`config.mk`:
```
export PLATFORM = sky130hd
export DESIGN_NAME = keypad_scanner
export DESIGN_NICKNAME = d
export VERILOG_FILES = /design/src/rtl/keypad_scanner.sv
export SDC_FILE = /design/constraint.sdc
export NUM_CORES = 1
export LEC_CHECK = 0
export ABC_AREA = 1
export ABC_CLOCK_PERIOD_IN_PS = 4110
export BUFFER_PORTS_ARGS = -buffer_cell sky130_fd_sc_hd__buf_4
export CORE_MARGIN = 4
export CORE_UTILIZATION = 45
export CTS_BUF_LIST = sky130_fd_sc_hd__clkbuf_2 sky130_fd_sc_hd__clkbuf_4 sky130_fd_sc_hd__clkbuf_8
export DETAILED_ROUTE_END_ITERATION = 7
export PLACE_DENSITY = 0.65
export RECOVER_POWER = 50
export REMOVE_ABC_BUFFERS = 1
export SKIP_LAST_GASP = 1
export SLEW_MARGIN = 20
export SYNTH_ARGS = -nofsm -noshare
export SYNTH_HDL_FRONTEND = slang
export SYNTH_SLANG_ARGS = --single-unit
```
`constraint.sdc`:
```
create_clock -name clk_in -period 4.11 [get_ports clk_in]
set_input_delay 0 -clock clk_in [delete_from_list [all_inputs] [get_ports clk_in]]
set_output_delay 0 -clock clk_in [all_outputs]
set_load 0.005 [all_outputs]
```
`src/rtl/keypad_scanner.sv`:
```
// keypad_scanner: 4x4 matrix keypad scanner with press/release debounce and a valid/ready output register
module keypad_scanner #(
  parameter int TICK_DIV       = 30000,
  parameter int DEBOUNCE_TICKS = 10
) (
  input  logic       clk_in,
  input  logic       rst,
  output logic [3:0] col_o,
  input  logic [3:0] row_i,
  output logic [3:0] key_code_o,
  output logic       key_valid_o,
  input  logic       key_ready_i,
  output logic       key_held_o,
  output logic       overflow_o,
  input  logic       clr_overflow_i
);
  localparam int TW = $clog2(TICK_DIV);
  localparam int CW = $clog2(DEBOUNCE_TICKS + 1);
  localparam bit ONE = DEBOUNCE_TICKS == 1;
  localparam logic [CW-1:0] LAST = CW'(DEBOUNCE_TICKS - 2);
  localparam logic [1:0] SCAN = 2'd0, DEBOUNCE = 2'd1, HELD = 2'd2, RELEASE = 2'd3;
  logic [TW-1:0] tcnt;
  logic [CW-1:0] cnt;
  logic [1:0] st, c, r, low;
  logic [3:0] rs_m, rs, code;
  logic tick, done, acc;
  assign tick = tcnt == TW'(TICK_DIV - 1);
  assign low = !rs[0] ? 2'd0 : !rs[1] ? 2'd1 : !rs[2] ? 2'd2 : 2'd3;
  // the detecting tick counts as the first stable tick, so the last compare is DEBOUNCE_TICKS-2
  assign done = ONE || cnt == LAST;
  assign acc = tick && ((st == SCAN && rs != 4'hF && ONE) || (st == DEBOUNCE && !rs[r] && done));
  assign code = {st == SCAN ? low : r, c};
  assign col_o = ~(4'b1 << c);
  assign key_held_o = st == HELD || st == RELEASE;
  always_ff @(posedge clk_in or posedge rst)
    if (rst) begin
      rs_m <= 4'hF;
      rs <= 4'hF;
      tcnt <= '0;
    end else begin
      rs_m <= row_i;
      rs <= rs_m;
      tcnt <= tick ? '0 : tcnt + 1'b1;
    end
  always_ff @(posedge clk_in or posedge rst)
    if (rst) begin
      st <= SCAN;
      c <= 2'd0;
      r <= 2'd0;
      cnt <= '0;
    end else if (tick)
      case (st)
        SCAN:
          if (rs != 4'hF) begin
            r <= low;
            cnt <= '0;
            st <= ONE ? HELD : DEBOUNCE;
          end else c <= c + 2'd1;
        DEBOUNCE:
          if (rs[r]) begin
            c <= c + 2'd1;
            st <= SCAN;
          end else if (done) st <= HELD;
          else cnt <= cnt + 1'b1;
        HELD:
          if (rs[r]) begin
            cnt <= '0;
            st <= ONE ? SCAN : RELEASE;
            c <= ONE ? c + 2'd1 : c;
          end
        default:
          if (!rs[r]) st <= HELD;
          else if (done) begin
            c <= c + 2'd1;
            st <= SCAN;
          end else cnt <= cnt + 1'b1;
      endcase
  // a press arriving while the register is full is dropped, keeping the older code
  always_ff @(posedge clk_in or posedge rst)
    if (rst) begin
      key_code_o <= 4'h0;
      key_valid_o <= 1'b0;
      overflow_o <= 1'b0;
    end else begin
      if (acc && (!key_valid_o || key_ready_i)) key_code_o <= code;
      key_valid_o <= acc || (key_valid_o && !key_ready_i);
      overflow_o <= (acc && key_valid_o && !key_ready_i) || (overflow_o && !clr_overflow_i);
    end
endmodule
```
==> results of run 1 <==
## metal layers
metal	vias up	track usage
met2	32	0.2716
met3	11	0.03784
met5	-	0
met4	0	0.06818
li1	918	-
met1	824	0.2111
## Yosys cell counts
library cell  number  area share
o21ai_1            3      0.0067
inv_1             31       0.052
nand4_1            5       0.014
nor3b_2            1      0.0056
nor2_1            24       0.040
o21ai_2            2      0.0078
nand3_2            3       0.013
clkbuf_1           1      0.0017
xor2_1             6       0.023
nor3b_1            1      0.0034
nand4_4            2       0.019
nand3_1           20       0.045
nor2_8             1      0.0089
nand2_2            7       0.020
nand2_1           76        0.13
dfrtp_1           31        0.35
dfstp_2            8       0.094
o31ai_1            1      0.0034
nand3b_1           3       0.010
xnor2_1            2      0.0078
ha_1               7       0.039
a21oi_1            2      0.0045
nor3_1             5       0.011
nor2_2             5       0.014
nor4_1             1      0.0028
nor2_4             8       0.040
o211ai_1           1      0.0034
o21ai_0            4      0.0089
buf_2              1      0.0022
inv_2             12       0.020
clkinv_1           1      0.0017
o22ai_1            1      0.0028
## path summary, 6_finish.rpt
kind | slack [ns] | end | start
max | 1.94 | key_code_o[2] | rst
min | 0.05 | key_valid_o | key_ready_i
max reg2reg | 2.48 | flip-flop | cnt[0]
min reg2reg | 0.36 | rs[1] | rs_m[1]
max in group clk_in | 2.48 | flip-flop | cnt[0]
min in group asynchronous | 1.00 | tcnt[2] | rst
## per-stage QoR
| stage | cells | instance area, um^2 | hold slack [ns] | total power (uW) |
|---|---|---|---|---|
| floorplan | 274 | 2231 | 0.004478 | 411.6 |
| global placement | 360 | 2457 | 0.1084 | 421.3 |
| detailed placement | 360 | 2457 | 0.1095 | 421.5 |
| CTS | 374 | 2654 | 0.05119 | 816.4 |
| global route | 374 | 2650 | 0.07347 | 835.2 |
| finish | 374 | 2650 | 0.04761 | 806.0 |
## cell type report
class	count	area [um^2]	share of cell area
sequential	39	985.9	0.3720
timing repair buffer	25	198.9	0.07507
inverter	44	165.2	0.06232
clock buffer	6	76.32	0.02880
clock inverter	2	60.06	0.02266
tap	67	83.83	0.03163
multi-input combinational	191	1080	0.4075
## registers in the layout, indices dropped and copies added (netlist names), named ones only
signal	cells
c	2
cnt	4
key_code_o	4
key_valid_o	1
overflow_o	1
r	2
rs	4
rs_m	4
st	1
tcnt	15
## where the power goes
group / internal (uW) / leakage [uW] / switching [uW]
Clock: 249 / 0.0000688 / 140
Combinational: 10.3 / 0.000730 / 14.1
Sequential: 391 / 0.000503 / 2.05
Total: 650 / 0.00130 / 156
## cells by family (layout without fill, tap and decap cells)
| logic type | count (synthesis) | after routing | synth area share |
|---|---|---|---|
| adders and majority gates | 7 | 7 | 0.03910 |
| AOI/OAI and AO/OA | 14 | 14 | 0.03743 |
| buffers and inverters | 46 | 77 | 0.07765 |
| DFF | 39 | 39 | 0.4402 |
| xor gates and xnor gates | 8 | 8 | 0.03129 |
| and+or+nand+nor | 162 | 162 | 0.3743 |
## critical path, cell delays in order
cell,delay [ns]
dlygate4sd3_1,0.53
clkbuf_4,0.13
inv_1,0.04
clkbuf_1,1.45
## repair_timing
| item | CTS | global route |
|---|---|---|
| setup buffers | 0 | 0 |
| hold endpoints to repair | 36 | 0 |
| hold buffers | 6 | 0 |
==> impl_metrics.env, run 1 <==
export IMPL_status="complete, but fails checks"
export IMPL_violations="max-capacitance violations, max-slew violations"
export IMPL_drt_initial_drc_count=93
export IMPL_die_y_um=78.55
export IMPL_dieArea_mm2=0.006169
export IMPL_final_cell_mix="nand2_1 (76), inv_1 (31), dfrtp_1 (31)"
export IMPL_clkTransAtPathRegs_ns=0.08
export IMPL_required_ns=4.11
export IMPL_cp_data_arrival_time_ns=2.17
export IMPL_port_buffers=18
export IMPL_num_antenna_cells=0
export IMPL_ys_ff_latch=39
export IMPL_hold_depth=4
export IMPL_setup_viol=0
export IMPL_pre_cts_ws_ns=2.489
export IMPL_fmax_mhz=461.0
export IMPL_syn_instance_count=276
export IMPL_grt_pass1_vias=1759
export IMPL_cts_tree="done"
export IMPL_worstRegToRegCells=11
export IMPL_syn_area_per_cell_um2=8.115
export IMPL_slew_viol_final=40
export IMPL_peakVddDrop_mv=0.2134
export IMPL_cts_resized=0
export IMPL_wl_met1_mm=2.041
export IMPL_viasPerCell=4.773
export IMPL_dr_pass1_iters=4
export IMPL_skew_ns=0.009055
export IMPL_clkSinkCount=39
export IMPL_hold_viol_final=0
export IMPL_cts_max_level=2
export IMPL_rsz0062_at_grt="false"
export IMPL_area_growth_pct=18.32
export IMPL_tns_ns=0
export IMPL_routed_wl_mm=4.432
export IMPL_cp_end_kind="async pin"
export IMPL_top_layer_used="met4"
export IMPL_io_pins=19
export IMPL_synth_cell_types=32
export IMPL_start_kind="primary input"
export IMPL_max_slew_margin_rel=-0.3617
export IMPL_dp_final_hpwl_mm=3.295
export IMPL_yosysSeqAreaShare=0.4402
export IMPL_drive_gt1_frac=0.2443
export IMPL_detail_route_antenna_nets=0
export IMPL_power_leakage_uw=0.001302
export IMPL_cp_max_fo=39
export IMPL_path_class="in -> async"
export IMPL_numCtsBuffers=5
export IMPL_row_count=25
export IMPL_hold_path_class="in -> reg"
export IMPL_route_detailed_drc=0
export IMPL_fp_dieW_um=78.55
export IMPL_clock_tree_buffer_depth=2
export IMPL_grtUsageTotal=0.1660
export IMPL_syn_area_mm2=0.002240
export IMPL_route_vias_total=1785
export IMPL_core_area_mm2=0.004786
export IMPL_n_fill_cell=454
export IMPL_dr_wl_met3_um=142
export IMPL_fin_crit_sh=0.5278
export IMPL_utilization=0.5537
export IMPL_globalRouteOverflowTotal=0
export IMPL_wl_met2_mm=2.166
export IMPL_yosysWarningCount=0
export IMPL_antenna_found_initial=0
export IMPL_worstSkewPairLatency_ns=0.30
export IMPL_wl_per_cell_um=11.85
export IMPL_place_gp_congestion=0.8366
export IMPL_cts_root_buf="clkbuf_8"
export IMPL_nets=321
export IMPL_powerDensity_mw_per_mm2=304.2
export IMPL_worst_pin_slew_ns=2.043
export IMPL_maxCapViolations=1
export IMPL_grt_pass1_wl_mm=7.962
export IMPL_period_needed_ns=2.169
export IMPL_fin_ws_ns=1.941
export IMPL_mostFrequentLayoutCell="nand2_1"
export IMPL_grt_max_degree=40
export IMPL_start_util=0.4680
(Power assumes the default switching activity.)
==> inputs of run 2 (changes only) <==
- ABC_AREA: 1 -> 0
- ABC_CLOCK_PERIOD_IN_PS: 4110 -> 1800
- PLACE_DENSITY: 0.65 -> 0.68
- clock period: 4.11 -> 1.8 ns (I/O delays scaled with it)
==> run 2 against run 1 <==
  * Largest cell class is now flip-flops and latches
  * Sequential share of layout area grew 2.3 points
  * Flip-flop and latch count stayed put
  * The run ends with negative setup slack left
  * Wire length shrank 13%
  * Sequential power up 130%
==> impl_metrics.env, run 2 <==
export IMPL_drive_gt1_frac=0.3377
export IMPL_placed_area_mm2=0.002296
export IMPL_clock_tree_buffer_depth=2
export IMPL_ys_flop_type="dfrtp_1"
export IMPL_route_vias_total=1486
export IMPL_total_power_uw=1560
export IMPL_synth_edff_count=0
export IMPL_hold_path_class="in -> reg"
export IMPL_slew_viol_final=0
export IMPL_cts_tree="done"
export IMPL_final_cell_mix="buf_4 (32), dfrtp_1 (31), inv_1 (15)"
export IMPL_skew_ns=0.005274
export IMPL_yosysWarningCount=0
export IMPL_synth_top_area_share=0.3818
export IMPL_power_share_clock=0.378
export IMPL_wl_per_cell_um=13.76
export IMPL_largest_reg_flops=15
export IMPL_routed_wl_mm=3.852
export IMPL_rsz0062_at_grt="true"
export IMPL_numCtsBuffers=5
export IMPL_start_kind="flip-flop"
export IMPL_violations="negative setup slack"
export IMPL_syn_instance_count=183
export IMPL_fin_crit_sh=1.012
export IMPL_row_count=24
export IMPL_max_slew_margin_rel=0.3886
export IMPL_fmax_mhz=549.1
export IMPL_status="complete, but fails checks"
export IMPL_dieArea_mm2=0.005654
export IMPL_place_gp_congestion=0.7919
export IMPL_route_detailed_drc=0
export IMPL_dr_pass1_iters=4
export IMPL_cp_data_arrival_time_ns=2.00
export IMPL_num_antenna_cells=0
export IMPL_worst_pin_slew_ns=0.9172
export IMPL_required_ns=1.98
export IMPL_ys_top_cells_by_count="dfrtp_1 (31), inv_1 (15), nand2_1 (13)"
export IMPL_area_growth_pct=22.78
export IMPL_switching_power_uw=346.8
export IMPL_synth_cell_types=48
export IMPL_p_sw_frac=0.2223
export IMPL_ys_top_cells_by_area="dfrtp_1 (38%), dfstp_2 (10%), ha_1 (4.3%)"
export IMPL_yosysSeqAreaShare=0.4852
export IMPL_clkTransAtPathRegs_ns=0.07
export IMPL_fp_dieW_um=75.20
export IMPL_ys_ff_latch=39
export IMPL_grt_pass1_vias=1423
export IMPL_power_leakage_uw=0.001109
export IMPL_power_frac_seq=0.575
export IMPL_period_needed_ns=1.821
export IMPL_yosysTopAreaCell="dfrtp_1"
export IMPL_maxCapViolations=0
export IMPL_nets=242
export IMPL_syn_area_per_cell_um2=11.10
export IMPL_cp_max_fo=5
export IMPL_worstSkewPairLatency_ns=0.29
export IMPL_die_y_um=75.20
export IMPL_mostFrequentLayoutCell="buf_4"
export IMPL_p_int_uw=1214
export IMPL_globalRouteOverflowTotal=0
export IMPL_largest_register="tcnt"
export IMPL_port_buffers=18
export IMPL_hold_viol_final=0
export IMPL_grtUsageTotal=0.1528
export IMPL_syn_area_mm2=0.002032
export IMPL_path_class="reg -> reg"
export IMPL_dp_final_hpwl_mm=2.755
export IMPL_clkSinkCount=39
export IMPL_final_area_mm2=0.002495
export IMPL_synthArstFlopShare=1.000
export IMPL_setup_viol=6
export IMPL_antenna_found_initial=0
export IMPL_yosys_cell_count_top_type="dfrtp_1"
export IMPL_powerDensity_mw_per_mm2=625.4
export IMPL_comb_power_share=0.047
export IMPL_viasPerCell=5.307
export IMPL_r2r_slack_ns=-0.02
export IMPL_drt_initial_drc_count=59
export IMPL_n_fill_cell=365
export IMPL_cts_max_level=2
export IMPL_cp_end_kind="flip-flop"
export IMPL_core_area_mm2=0.004354
export IMPL_peakVddDrop_mv=0.5410
export IMPL_grt_pass1_wl_mm=6.568
export IMPL_grt_max_degree=40
export IMPL_start_util=0.4667
export IMPL_detail_route_antenna_nets=0
export IMPL_cts_root_buf="clkbuf_8"
export IMPL_fin_ws_ns=-0.02122
export IMPL_io_pins=19
## run 2: cell count changes after synthesis, sizes merged, moves of 4 or more
cell,previous run,this run
nand2,83,13
inv,43,15
nor2,38,10
nand3,23,11
clkbuf,1,7
a21o,0,5
mux2,0,5
nor3,5,0
a31oi,0,4
o21ai,9,5
xnor2,2,6
## run 2: kinds of logic after synthesis
kind of cell | Yosys count | synth area share
compound gates | 33 | 0.1281
flops | 39 | 0.4852
buf+inv | 24 | 0.06650
xor+xnor | 11 | 0.04741
mux | 7 | 0.04372
simple gates | 62 | 0.1860
fa+ha+maj | 7 | 0.04310
## run 2: cell type report
cell class                      count  area (um^2)  area share
Timing Repair Buffer               46        359.1      0.1439
Tap cell                           52        65.06     0.02608
Clock inverter                      2        12.51    0.005015
Multi-Input combinational cell    120        939.7      0.3766
Inverter                           15        56.30     0.02257
Clock buffer                        6        76.32     0.03059
Sequential cell                    39        985.9      0.3952
## run 2: per-layer routing
| layer | wire length (um) | GRT usage |
|---|---|---|
| met1 | 1773 | 0.2099 |
| met2 | 1836 | 0.2321 |
| met3 | 164 | 0.04406 |
| met4 | 78 | 0.05243 |
| met5 | 0 | 0 |
## run 2: timing repair
item                                    CTS  global route
hold buffers                              6             0
hold endpoints to repair                 36             0
gates resized for setup                   1             6
endpoints found under the setup margin    9             9
setup buffers                             0             2
pin swaps                                 2             7
cloned                                    0             1
## run 2: final timing paths
kind,depth (start not counted),end,startpoint
worst min register to register,0,rs[0],rs_m[0]
max in group asynchronous,4,tcnt[10],rst
min in group asynchronous,4,tcnt[6],rst
worst max-delay path,4,c[1],r[0]
worst min-delay path,3,key_valid_o,key_ready_i
worst max register to register,4,c[1],r[0]
## run 2: stage by stage
stage                     hold WS (ns)  std cells  setup TNS, ns  setup WS [ns]    util
after floorplan               0.004478        174        -0.1801       -0.09608       -
after global placement          0.1078        263       -0.03499       -0.02269  0.5273
after detailed placement        0.1096        263        -0.2315       -0.05679  0.5273
after CTS                      0.01699        277        -0.2822       -0.04997  0.5618
after global routing           0.05101        280        -0.8673        -0.1220  0.5730
final                          0.01993        280       -0.07158       -0.02122  0.5730
## run 2: power groups by stage
stage / clock network [uW] / registers, uW / logic (uW)
detailed placement: 0 / 913 / 61.2
global placement: 0 / 912 / 60.1
global route: 644 / 897 / 82.2
floorplan: 0 / 913 / 31.2
CTS: 616 / 896 / 71.7
finish: 590 / 896 / 73.5
## run 2: critical path, cell delays in order (launching register included)
cell      delay (ns)
dfrtp_1         0.37
mux4_2          0.59
a22o_2          0.28
o211ai_1        0.14
mux2_4          0.33
==> inputs of run 3 (changes only) <==
- CORE_MARGIN: 4 -> not set
- SKIP_CTS_REPAIR_TIMING: not set -> 1
==> run 3 against run 2 <==
  * The run still ends with negative setup slack left
  * Global-route usage grew 1.2 points
  * Wire length down 4.9%
  * Worst setup slack better by 0.0092 ns
  * Via count down 2.6%
  * Clock power rose by 8.6%
  * Clock skew is 0.0013 ns lower
  * Non-clock buffer count fell by 6
  * Final cell count shrank 2.1%
  * Largest cell class unchanged
==> impl_metrics.env, run 3 (synthesis gave the netlist of run 2 again) <==
export IMPL_status="complete, but fails checks"
export IMPL_violations="negative setup slack"
export IMPL_dp_final_hpwl_mm=2.591
export IMPL_fin_crit_sh=1.007
export IMPL_peakVddDrop_mv=0.4592
export IMPL_setup_viol=3
export IMPL_row_count=24
export IMPL_cts_tree="done"
export IMPL_powerDensity_mw_per_mm2=653.9
export IMPL_nets=236
export IMPL_worst_pin_slew_ns=0.9301
export IMPL_required_ns=1.98
export IMPL_clkSinkCount=39
export IMPL_io_pins=19
export IMPL_rsz0062_at_grt="true"
export IMPL_largest_reg_flops=15
export IMPL_start_kind="flip-flop"
export IMPL_route_vias_total=1448
export IMPL_detail_route_antenna_nets=0
export IMPL_crit_start="r[0]"
export IMPL_grt_pass1_vias=1365
export IMPL_cp_max_fo=3
export IMPL_period_needed_ns=1.812
export IMPL_largest_register="tcnt"
export IMPL_grtUsageTotal=0.1651
export IMPL_globalRouteOverflowTotal=0
export IMPL_dieArea_mm2=0.004788
export IMPL_core_area_mm2=0.004354
export IMPL_grt_max_degree=40
export IMPL_grt_pass1_wl_mm=6.244
export IMPL_antenna_found_initial=0
export IMPL_hold_path_class="in -> reg"
export IMPL_slew_viol_final=0
export IMPL_mostFrequentLayoutCell="dfrtp_1"
export IMPL_route_detailed_drc=0
export IMPL_numCtsBuffers=5
export IMPL_fp_dieW_um=69.20
export IMPL_num_antenna_cells=0
export IMPL_worstSkewPairLatency_ns=0.29
export IMPL_clock_tree_buffer_depth=2
export IMPL_final_cell_mix="dfrtp_1 (31), buf_4 (24), inv_1 (15)"
export IMPL_area_growth_pct=20.87
export IMPL_wl_per_cell_um=13.37
export IMPL_hp_start="key_ready_i"
export IMPL_cp_end_kind="flip-flop"
export IMPL_maxCapViolations=0
export IMPL_port_buffers=18
export IMPL_dr_pass1_iters=4
export IMPL_die_y_um=69.20
export IMPL_cp_data_arrival_time_ns=1.99
export IMPL_clkTransAtPathRegs_ns=0.07
export IMPL_cts_root_buf="clkbuf_8"
export IMPL_path_class="reg -> reg"
export IMPL_skew_ns=0.003967
export IMPL_max_slew_margin_rel=0.3799
export IMPL_place_gp_congestion=0.8741
export IMPL_fmax_mhz=551.9
export IMPL_total_power_uw=1606
export IMPL_viasPerCell=5.285
export IMPL_fin_ws_ns=-0.01205
export IMPL_drive_gt1_frac=0.3243
export IMPL_pre_cts_ws_ns=-0.03883
export IMPL_power_leakage_uw=0.001079
export IMPL_drt_initial_drc_count=49
export IMPL_start_util=0.4667
export IMPL_cts_max_level=2
export IMPL_r2r_start="r[0]"
export IMPL_hold_viol_final=0
export IMPL_routed_wl_mm=3.664
run 3: report_power, final:
group	total, uW	switching [uW]	internal, uW	leakage, uW
Sequential	897	4.62	892	0.000503
Clock	641	293	348	0.0000505
Combinational	67.9	35.6	32.3	0.000526
Total	1610	333	1270	0.00108
run 3: layer usage:
metal | up-vias | wire length (um) | GRT usage
li1 | 725 | - | -
met1 | 687 | 1812 | 0.2300
met2 | 32 | 1639 | 0.2460
met3 | 4 | 175 | 0.05959
met4 | 0 | 37 | 0.04082
met5 | - | 0 | 0
run 3: final timing paths:
path / end / depth (start not counted) / slack (ns)
worst min-delay path: key_valid_o / 3 / 0.03
max in group asynchronous: r[0] / 4 / 0.68
min in group asynchronous: tcnt[5] / 4 / 0.55
worst max-delay path: c[1] / 4 / -0.01
worst min register to register: rs[1] / 0 / 0.36
worst max register to register: c[1] / 4 / -0.01
run 3: layout make-up:
class                      count  area [um^2]
inverter                      15        56.30
sequential                    39        985.9
fill                         385         1898
clock inverter                 1        7.507
timing repair buffer          40        320.3
tap                           52        65.06
multi-input combinational    120        924.6
clock buffer                   7        96.34
run 3: critical path: stages (launching register included):
cell and delay (ns):
dfrtp_1 0.39, mux4_2 0.57, a22o_2 0.26, o211ai_1 0.12, mux2_2 0.36
run 3: per-stage QoR:
| step | cells | hold slack [ns] | cell area (um^2) | setup TNS [ns] | util |
|---|---|---|---|---|---|
| 2_1_floorplan | 174 | 0.004478 | 1953 | -0.1801 | - |
| 3_3_place_gp | 259 | 0.1083 | 2266 | -0.006338 | 0.5204 |
| 3_5_place_dp | 259 | 0.1095 | 2266 | -0.1300 | 0.5204 |
| 4_1_cts | 267 | -0.1928 | 2370 | -0.2280 | 0.5443 |
| 5_1_grt | 274 | 0.03605 | 2456 | -0.7185 | 0.5641 |
| 6_report | 274 | 0.02872 | 2456 | -0.02601 | 0.5641 |
